## src/rtl/psum_adder_ctrl.sv

```systemverilog
// Sequences bias fetch into the adder bias FIFO and gates MAC psum vectors into the adder tree.
// Latency: bias push 1 cycle after bias_rd_en; psum fire is combinational (adder_i_valid == valid & ready).
// Backpressure: bias reads stall at FIFO_DEPTH credits; mac_psum_ready drops without a queued bias or during the gap.
module psum_adder_ctrl #(
    parameter int BIAS_ADDR_WIDTH = 10,
    parameter int OC_WIDTH        = 10,
    parameter int PIX_WIDTH       = 12,
    parameter int FIFO_DEPTH      = 8,
    parameter int MIN_GAP         = 3
) (
    input  logic                       clk,
    input  logic                       rst,
    input  logic                       start,
    input  logic [OC_WIDTH-1:0]        cfg_num_oc,
    input  logic [PIX_WIDTH-1:0]       cfg_num_pix,
    input  logic [BIAS_ADDR_WIDTH-1:0] cfg_bias_base,
    input  logic                       mac_psum_valid,
    output logic                       mac_psum_ready,
    output logic                       bias_rd_en,
    output logic [BIAS_ADDR_WIDTH-1:0] bias_rd_addr,
    input  logic [15:0]                bias_rd_data,
    output logic [15:0]                adder_bias_in,
    output logic                       adder_bias_valid,
    output logic                       adder_i_valid,
    output logic                       adder_layer_fin,
    input  logic                       adder_o_valid,
    input  logic                       adder_o_last,
    output logic                       busy,
    output logic                       done
);
    localparam int NW = OC_WIDTH + PIX_WIDTH;   // total vector count width
    localparam int CW = NW + 1;                 // running counters, one spare bit
    localparam int GW = (MIN_GAP > 1) ? $clog2(MIN_GAP) : 1;

    typedef enum logic [1:0] {S_IDLE, S_RUN, S_DRAIN, S_DONE} state_t;

    state_t                     state_q, state_d;
    logic [PIX_WIDTH-1:0]       num_pix_q, num_pix_d;
    logic [BIAS_ADDR_WIDTH-1:0] base_q, base_d;
    logic [NW-1:0]              total_q, total_d;
    logic [CW-1:0]              fetched_q, fetched_d;
    logic [CW-1:0]              pushed_q, pushed_d;
    logic [CW-1:0]              issued_q, issued_d;
    logic [CW-1:0]              retired_q, retired_d;
    logic                       inflight_q, inflight_d;
    logic [PIX_WIDTH-1:0]       pix_cnt_q, pix_cnt_d;
    logic [OC_WIDTH-1:0]        oc_cnt_q, oc_cnt_d;
    logic [GW-1:0]              gap_q, gap_d;

    logic [CW-1:0] occ;
    logic [CW-1:0] total_w;
    logic          run;
    logic          fire;

    // State and counters; reset abandons any layer in progress.
    always_ff @(posedge clk) begin
        if (rst) begin
            state_q    <= S_IDLE;
            num_pix_q  <= '0;
            base_q     <= '0;
            total_q    <= '0;
            fetched_q  <= '0;
            pushed_q   <= '0;
            issued_q   <= '0;
            retired_q  <= '0;
            inflight_q <= 1'b0;
            pix_cnt_q  <= '0;
            oc_cnt_q   <= '0;
            gap_q      <= '0;
        end else begin
            state_q    <= state_d;
            num_pix_q  <= num_pix_d;
            base_q     <= base_d;
            total_q    <= total_d;
            fetched_q  <= fetched_d;
            pushed_q   <= pushed_d;
            issued_q   <= issued_d;
            retired_q  <= retired_d;
            inflight_q <= inflight_d;
            pix_cnt_q  <= pix_cnt_d;
            oc_cnt_q   <= oc_cnt_d;
            gap_q      <= gap_d;
        end
    end

    // Credit tracking, psum gating, next state and outputs.
    always_comb begin
        state_d    = state_q;
        num_pix_d  = num_pix_q;
        base_d     = base_q;
        total_d    = total_q;
        fetched_d  = fetched_q;
        pushed_d   = pushed_q;
        issued_d   = issued_q;
        retired_d  = retired_q;
        inflight_d = 1'b0;
        pix_cnt_d  = pix_cnt_q;
        oc_cnt_d   = oc_cnt_q;
        gap_d      = gap_q;

        // A read in flight already owns a FIFO slot even though it has not been pushed yet.
        occ     = pushed_q - retired_q + CW'(inflight_q);
        total_w = {1'b0, total_q};
        run     = (state_q == S_RUN);

        bias_rd_en       = run && (occ < CW'(FIFO_DEPTH)) && (fetched_q != total_w);
        bias_rd_addr     = base_q + BIAS_ADDR_WIDTH'(oc_cnt_q);
        adder_bias_valid = inflight_q;
        adder_bias_in    = inflight_q ? bias_rd_data : 16'h0000;

        // A vector may only enter once its bias has already landed in the adder FIFO.
        mac_psum_ready  = run && (pushed_q != issued_q) && (gap_q == '0) && (issued_q != total_w);
        fire            = mac_psum_valid && mac_psum_ready;
        adder_i_valid   = fire;
        adder_layer_fin = fire && (issued_q == total_w - CW'(1));

        busy = (state_q != S_IDLE);
        done = (state_q == S_DONE);

        if (bias_rd_en) begin
            fetched_d  = fetched_q + CW'(1);
            inflight_d = 1'b1;
            if (pix_cnt_q == num_pix_q - PIX_WIDTH'(1)) begin
                pix_cnt_d = '0;
                oc_cnt_d  = oc_cnt_q + OC_WIDTH'(1);
            end else begin
                pix_cnt_d = pix_cnt_q + PIX_WIDTH'(1);
            end
        end
        if (inflight_q) begin
            pushed_d = pushed_q + CW'(1);
        end
        if (adder_o_valid) begin
            retired_d = retired_q + CW'(1);
        end
        if (fire) begin
            issued_d = issued_q + CW'(1);
            gap_d    = GW'(MIN_GAP - 1);
        end else if (gap_q != '0) begin
            gap_d = gap_q - GW'(1);
        end

        case (state_q)
            S_IDLE: begin
                if (start) begin
                    num_pix_d = cfg_num_pix;
                    base_d    = cfg_bias_base;
                    total_d   = NW'(cfg_num_oc) * NW'(cfg_num_pix);
                    fetched_d = '0;
                    pushed_d  = '0;
                    issued_d  = '0;
                    retired_d = '0;
                    pix_cnt_d = '0;
                    oc_cnt_d  = '0;
                    gap_d     = '0;
                    state_d   = (cfg_num_oc == '0 || cfg_num_pix == '0) ? S_DONE : S_RUN;
                end
            end
            S_RUN: begin
                if (adder_layer_fin) begin
                    state_d = S_DRAIN;
                end
            end
            S_DRAIN: begin
                if (adder_o_last) begin
                    state_d = S_DONE;
                end
            end
            default: begin
                state_d = S_IDLE;
            end
        endcase
    end
endmodule

```

## config.mk

```make
export PLATFORM = sky130hd
export DESIGN_NAME = psum_adder_ctrl
export DESIGN_NICKNAME = d
export VERILOG_FILES = /design/src/rtl/psum_adder_ctrl.sv
export SDC_FILE = /design/constraint.sdc
export NUM_CORES = 1
export LEC_CHECK = 0
export CORE_MARGIN = 2
export CORE_UTILIZATION = 40
export CTS_BUF_LIST = sky130_fd_sc_hd__clkbuf_8
export DETAILED_ROUTE_END_ITERATION = 6
export PLACE_DENSITY = 0.61
export REMOVE_ABC_BUFFERS = 1
export SYNTH_ARGS = -nofsm -noshare
export SYNTH_HDL_FRONTEND = slang
export SYNTH_SLANG_ARGS = --single-unit
```

## constraint.sdc

```tcl
create_clock -name clk -period 8.3 [get_ports clk]
set_input_delay 1.66 -clock clk [delete_from_list [all_inputs] [get_ports clk]]
set_output_delay 1.66 -clock clk [all_outputs]
set_load 0.1 [all_outputs]
```

# Word-level counts from Yosys, hierarchy flattened
# Index checks and enable logic that the tools add are counted.
# word_totals
regBits	163
output_inout_bits	33
word_cells	84
# classes
add_sub_neg	12
n_mul	1
magnitude_cmp	1
n_eq_ne	11
mux	31
n_reduce_logical	16
# op_table
cell	count
$mux W23	12
$add A23 B1 Y23 const B	4
$mux W12	4
$ne A23 B22 Y1	2
$mux W10	4
$add A23 B1 Y23	1
$eq A23 B23 Y1	1
$lt A23 B4 Y1 const B	1
$ne A23 B23 Y1	1
$sub A22 B1 Y23 const B	1
$sub A23 B23 Y23	1
$mul A10 B12 Y22	1
$mux W16	1
$mux W2	8
$add A12 B1 Y12 const B	1
$eq A12 B12 Y1	1
$logic_not A12 Y1	1
$sub A12 B1 Y12 const B	1
$add A10 B1 Y10 const B	1
$add A10 B10 Y10	1
$logic_not A10 Y1	1
$logic_and A1 B1 Y1	7
$ne A2 B2 Y1 const B	3
$pmux W2 S3	1
9 further kinds	12

# Depth between registers and ports, before layout
# Gate-level depths: netlist of run 1.
# depth
ltp_word	8
mapped_depth	23
mapped_depth_nobuf	22

# Least setup slack after synthesis of run 1
# No wires, ideal clock.
# synth_path
kind	in2reg
from	in cfg_num_oc[3]
to	reg total_q[20]
setup_time_ns	0.120
arrival_ns	6.758
slack_ns	1.422
stages	21
path_cell_list	clkbuf_1 > nand2_1 > fa_1 > inv_1 > fa_1 > inv_1 > fa_1 > inv_1 > fa_1 > inv_1 > fa_1 > inv_1 > ha_1 > o21ai_0 > o311ai_0 > a21oi_1 > o21ai_0 > a31oi_1 > o21ai_0 > nor4b_1 > a211o_1
# synth_via
elab_chain_cells	1
# synth_rtl
element	line_no	text
start: declaration	14	input logic [OC_WIDTH-1:0] cfg_num_oc,
$mul A10 B12 Y22	148	total_d = NW'(cfg_num_oc) * NW'(cfg_num_pix);
end signal: assignment	74	total_q <= total_d;
end: declaration	40	logic [NW-1:0] total_q, total_d;
# Every way passes these cells.
# A chain may end at the register's enable or synchronous reset.

# Final worst setup path of run 1
# layout_path
from	in cfg_num_oc[9]
to	reg total_q[20]
# The elaborated chain is that of the path after synthesis.

==> insert_results.sql, run 1 <==
INSERT INTO impl_metrics (metric_group, metric, value, unit) VALUES
('worst_setup_path', 'setup.worst_path.end', 'total_q[20]$_SDFFE_PP0P_', ''),
('power', 'comb_power_share', '0.562', ''),
('power', 'switchingPower', '1630', 'uW'),
('power', 'seq_power_share', '0.265', ''),
('logic_synthesis', 'ys_seq_elements', '163', ''),
('worst_setup_path', 'crit_required', '8670', 'ps'),
('timing', 'rsz0062_at_grt', 'false', ''),
('grt', 'grt_pass1_vias', '11900', ''),
('grt', 'global_route.overflow_total', '0', ''),
('finish', 'synthToLayoutAreaGrowth', '11.0', '%'),
('logic_synthesis', 'yosysUniqueCellTypes', '88', ''),
('route', 'drc', '0', ''),
('logic_synthesis', 'syn-cell-area', '0.0147', 'mm^2'),
('timing', 'setup_violations', '0', ''),
('route', 'vias_cell', '5.35', ''),
('timing', 'final_min_period_over_clock_period', '0.898', ''),
('die', 'placement_rows', '70', ''),
('die', 'die_height', '196', 'um'),
('timing', 'timing.final.crit_period', '7450', 'ps'),
('power', 'total_power_of_the_final_layout', '3590', 'uW'),
('timing', 'fin_worst_skew', '15.5', 'ps'),
('power', 'internal_power', '1960', 'uW'),
('timing', 'fin_hold_ws', '445', 'ps'),
('timing', 'timing.final.hold_violations', '0', ''),
('grt', 'grt_start_max_net_pins', '94', ''),
('logic_synthesis', 'synth.top_cells.by_count', 'nand2_1 (225), dfxtp_1 (163), inv_1 (145)', ''),
('logic_synthesis', 'synthesis.instances', '1825', ''),
('route', 'num_vias', '12500', ''),
('die', 'fp.coreArea', '0.0364', 'mm^2'),
('worst_setup_path', 'critPathLaunchType', 'input port', ''),
('cts', 'clkTransAtPathRegs', '90', 'ps'),
('timing', 'max_slew.worst_pin.slew', '1050', 'ps'),
('worst_setup_path', 'worst_setup_path_end_kind', 'register', ''),
('finish', 'drive_gt1_frac', '0.0478', ''),
('logic_synthesis', 'synth_flop_cell', 'dfxtp_1', ''),
('worst_setup_path', 'arrival_time_of_data_at_the_critical_path_endpoint', '7830', 'ps'),
('cts', 'cts_num_sinks', '163', ''),
('cts', 'cts_setup_buffers', '0', ''),
('timing', 'fmax', '0.134', 'GHz'),
('worst_setup_path', 'category_of_the_critical_setup_timing_path', 'in -> reg', ''),
('worst_setup_path', 'r2r_start', 'pushed_q[8]$_SDFF_PP0_', ''),
('die', 'io_pins', '87', ''),
('finish', 'num_antenna_cells', '0', ''),
('job', 'maxCapViolCount', '0', ''),
('logic_synthesis', 'yosysTopAreaCellShare', '0.222', ''),
('cts', 'clock_latency_of_the_later_clocked_register_in_the_worst_skew_pair', '480', 'ps'),
('cts', 'maximum_clock_insertion_buffer_count', '2', ''),
('die', 'floorplan.die.width', '196', 'um'),
('cts', 'cts_buffers', '17', ''),
('cts', 'hold_fix_buffers_at_cts', '0', ''),
('hold_path', 'hp-class', 'reg -> reg', ''),
('power', 'power_leakage', '0.00703', 'uW'),
('worst_setup_path', 'critPathMaxFanout', '13', ''),
('logic_synthesis', 'yosys.cell_count.top_type', 'nand2_1', ''),
('placement', 'place_inst', '2297', ''),
('grt', 'wire_length_of_the_first_global_routing_pass', '60700', 'um'),
('logic_synthesis', 'synth.largest_area_cell', 'dfxtp_1', ''),
('worst_setup_path', 'regToRegEndpoint', 'fetched_q[8]$_SDFF_PP0_', ''),
('placement', 'placement.io_buffers', '86', ''),
('cts', 'ctsResizeCount', '0', ''),
('cts', 'ctsHtreeMaxLevel', '4', ''),
('route', 'detail_route.wirelength', '36800', 'um'),
('power', 'irDropWorstVdd', '176', 'uV'),
('die', 'die-area', '0.0384', 'mm^2'),
('grt', 'track_usage', '0.195', ''),
('logic_synthesis', 'ys.warnings.count', '0', ''),
('status', 'status', 'completed', ''),
('route', 'antenna_left', '0', ''),
('power', 'share_clk_of_total_power', '0.173', ''),
('power', 'proportion_of_total_power_due_to_net_switching', '0.455', ''),
('die', 'initial_core_util', '0.404', '');
## through the flow
stage / setup WS (ps) / instance area [um^2]
after floorplan: -613 / 14300
final: 845 / 16300
after CTS: 909 / 16300
after global placement: 560 / 15900
after global routing: 404 / 16300
after detailed placement: 384 / 15900
## power by group through the flow
stage	clock, uW	combinational, uW	sequential (uW)
2_1_floorplan	0	1560	924
3_3_place_gp	0	1990	965
3_5_place_dp	0	2020	968
4_1_cts	642	2040	950
5_1_grt	670	2300	956
6_report	622	2020	951
## critical path, cell delays in order
cell             delay, ps
clkdlybuf4s50_1        640
and2_1                 310
fa_1                   500
fa_1                   520
fa_1                   520
fa_1                   540
inv_1                   50
fa_1                   520
inv_1                   50
ha_1                   340
nand3_1                110
o311ai_0               620
a21oi_1                180
o21ai_0                430
a31oi_1                190
o21ai_0                270
nor4b_1                 90
a211o_1                290
## routing by layer
metal / track usage / part of all wire / vias to the layer above / wire length (um)
met4: 0.0539 / 0.020 / 0 / 737
met5: 0 / 0 / - / 0
met2: 0.328 / 0.47 / 259 / 17200
met3: 0.0236 / 0.038 / 53 / 1380
li1: - / - / 6217 / -
met1: 0.263 / 0.47 / 5922 / 17500
## final cells by class
cell class / count / area (um^2)
Clock buffer: 17 / 234
Fill cell: 3623 / 20100
Timing Repair Buffer: 106 / 1010
Clock inverter: 15 / 181
Sequential cell: 163 / 3260
Inverter: 145 / 544
Multi-Input combinational cell: 1415 / 10500
Tap cell: 468 / 586
## cells in the final DEF, fill, tap and decap left out, drive strengths merged, types with 32 or more instances in the layout
cell type	netlist	layout
nand2	225	225
dfxtp	163	163
inv	145	148
nor2	140	140
ha	121	121
xor2	105	105
a21oi	104	104
and2	97	97
xnor2	92	92
clkdlybuf4s50	0	85
fa	79	79
nand3	42	42
nor3	37	37
nand4	33	33
or3	33	33
o21ai	32	32
## flip-flops by register name (all words and copies together), names as in the netlist
register          count
total_q              22
num_pix_q            12
adder_bias_valid      1
pushed_q             23
gap_q                 2
issued_q             23
base_q               10
oc_cnt_q             10
fetched_q            23
retired_q            23
state_q               2
pix_cnt_q            12
## worst min path at each step
| stage | depth (start not counted) | startpoint | slack, ps | to |
|---|---|---|---|---|
| after global placement | 1 | gap_q[0]$_SDFF_PP0_ | 420 | gap_q[0]$_SDFF_PP0_ |
| after CTS | 1 | gap_q[0]$_SDFF_PP0_ | 450 | gap_q[0]$_SDFF_PP0_ |
| after global routing | 1 | gap_q[0]$_SDFF_PP0_ | 480 | gap_q[0]$_SDFF_PP0_ |
| final | 1 | gap_q[0]$_SDFF_PP0_ | 440 | gap_q[0]$_SDFF_PP0_ |
| after detailed placement | 1 | gap_q[0]$_SDFF_PP0_ | 430 | gap_q[0]$_SDFF_PP0_ |
| after floorplan | 1 | gap_q[0]$_SDFF_PP0_ | 410 | gap_q[0]$_SDFF_PP0_ |
## kinds of logic after synthesis
family	Yosys count	synth area share
flip-flops	163	0.222
AO/OA/AOI/OAI	273	0.122
adder cells (fa/ha/maj)	200	0.210
XOR/XNOR	198	0.119
AND/OR/NAND/NOR	728	0.252
multiplexers	16	0.0110
buffers and inverters	247	0.0639
No activity file was read; power rests on OpenSTA's default activity.
==> run 2: changes to the inputs <==
--- a/constraint.sdc
+++ b/constraint.sdc
@@ -3,2 +3,2 @@
 set_output_delay 1.66 -clock clk [all_outputs]
-set_load 0.1 [all_outputs]
+set_load 0.02 [all_outputs]
==> results of run 2 <==
The final DEF is identical to that of run 1. Status: completed.
Main changes from that run: total power 3590 uW -> 3500 uW; worst IR drop on VDD 176 uV -> 114 uV
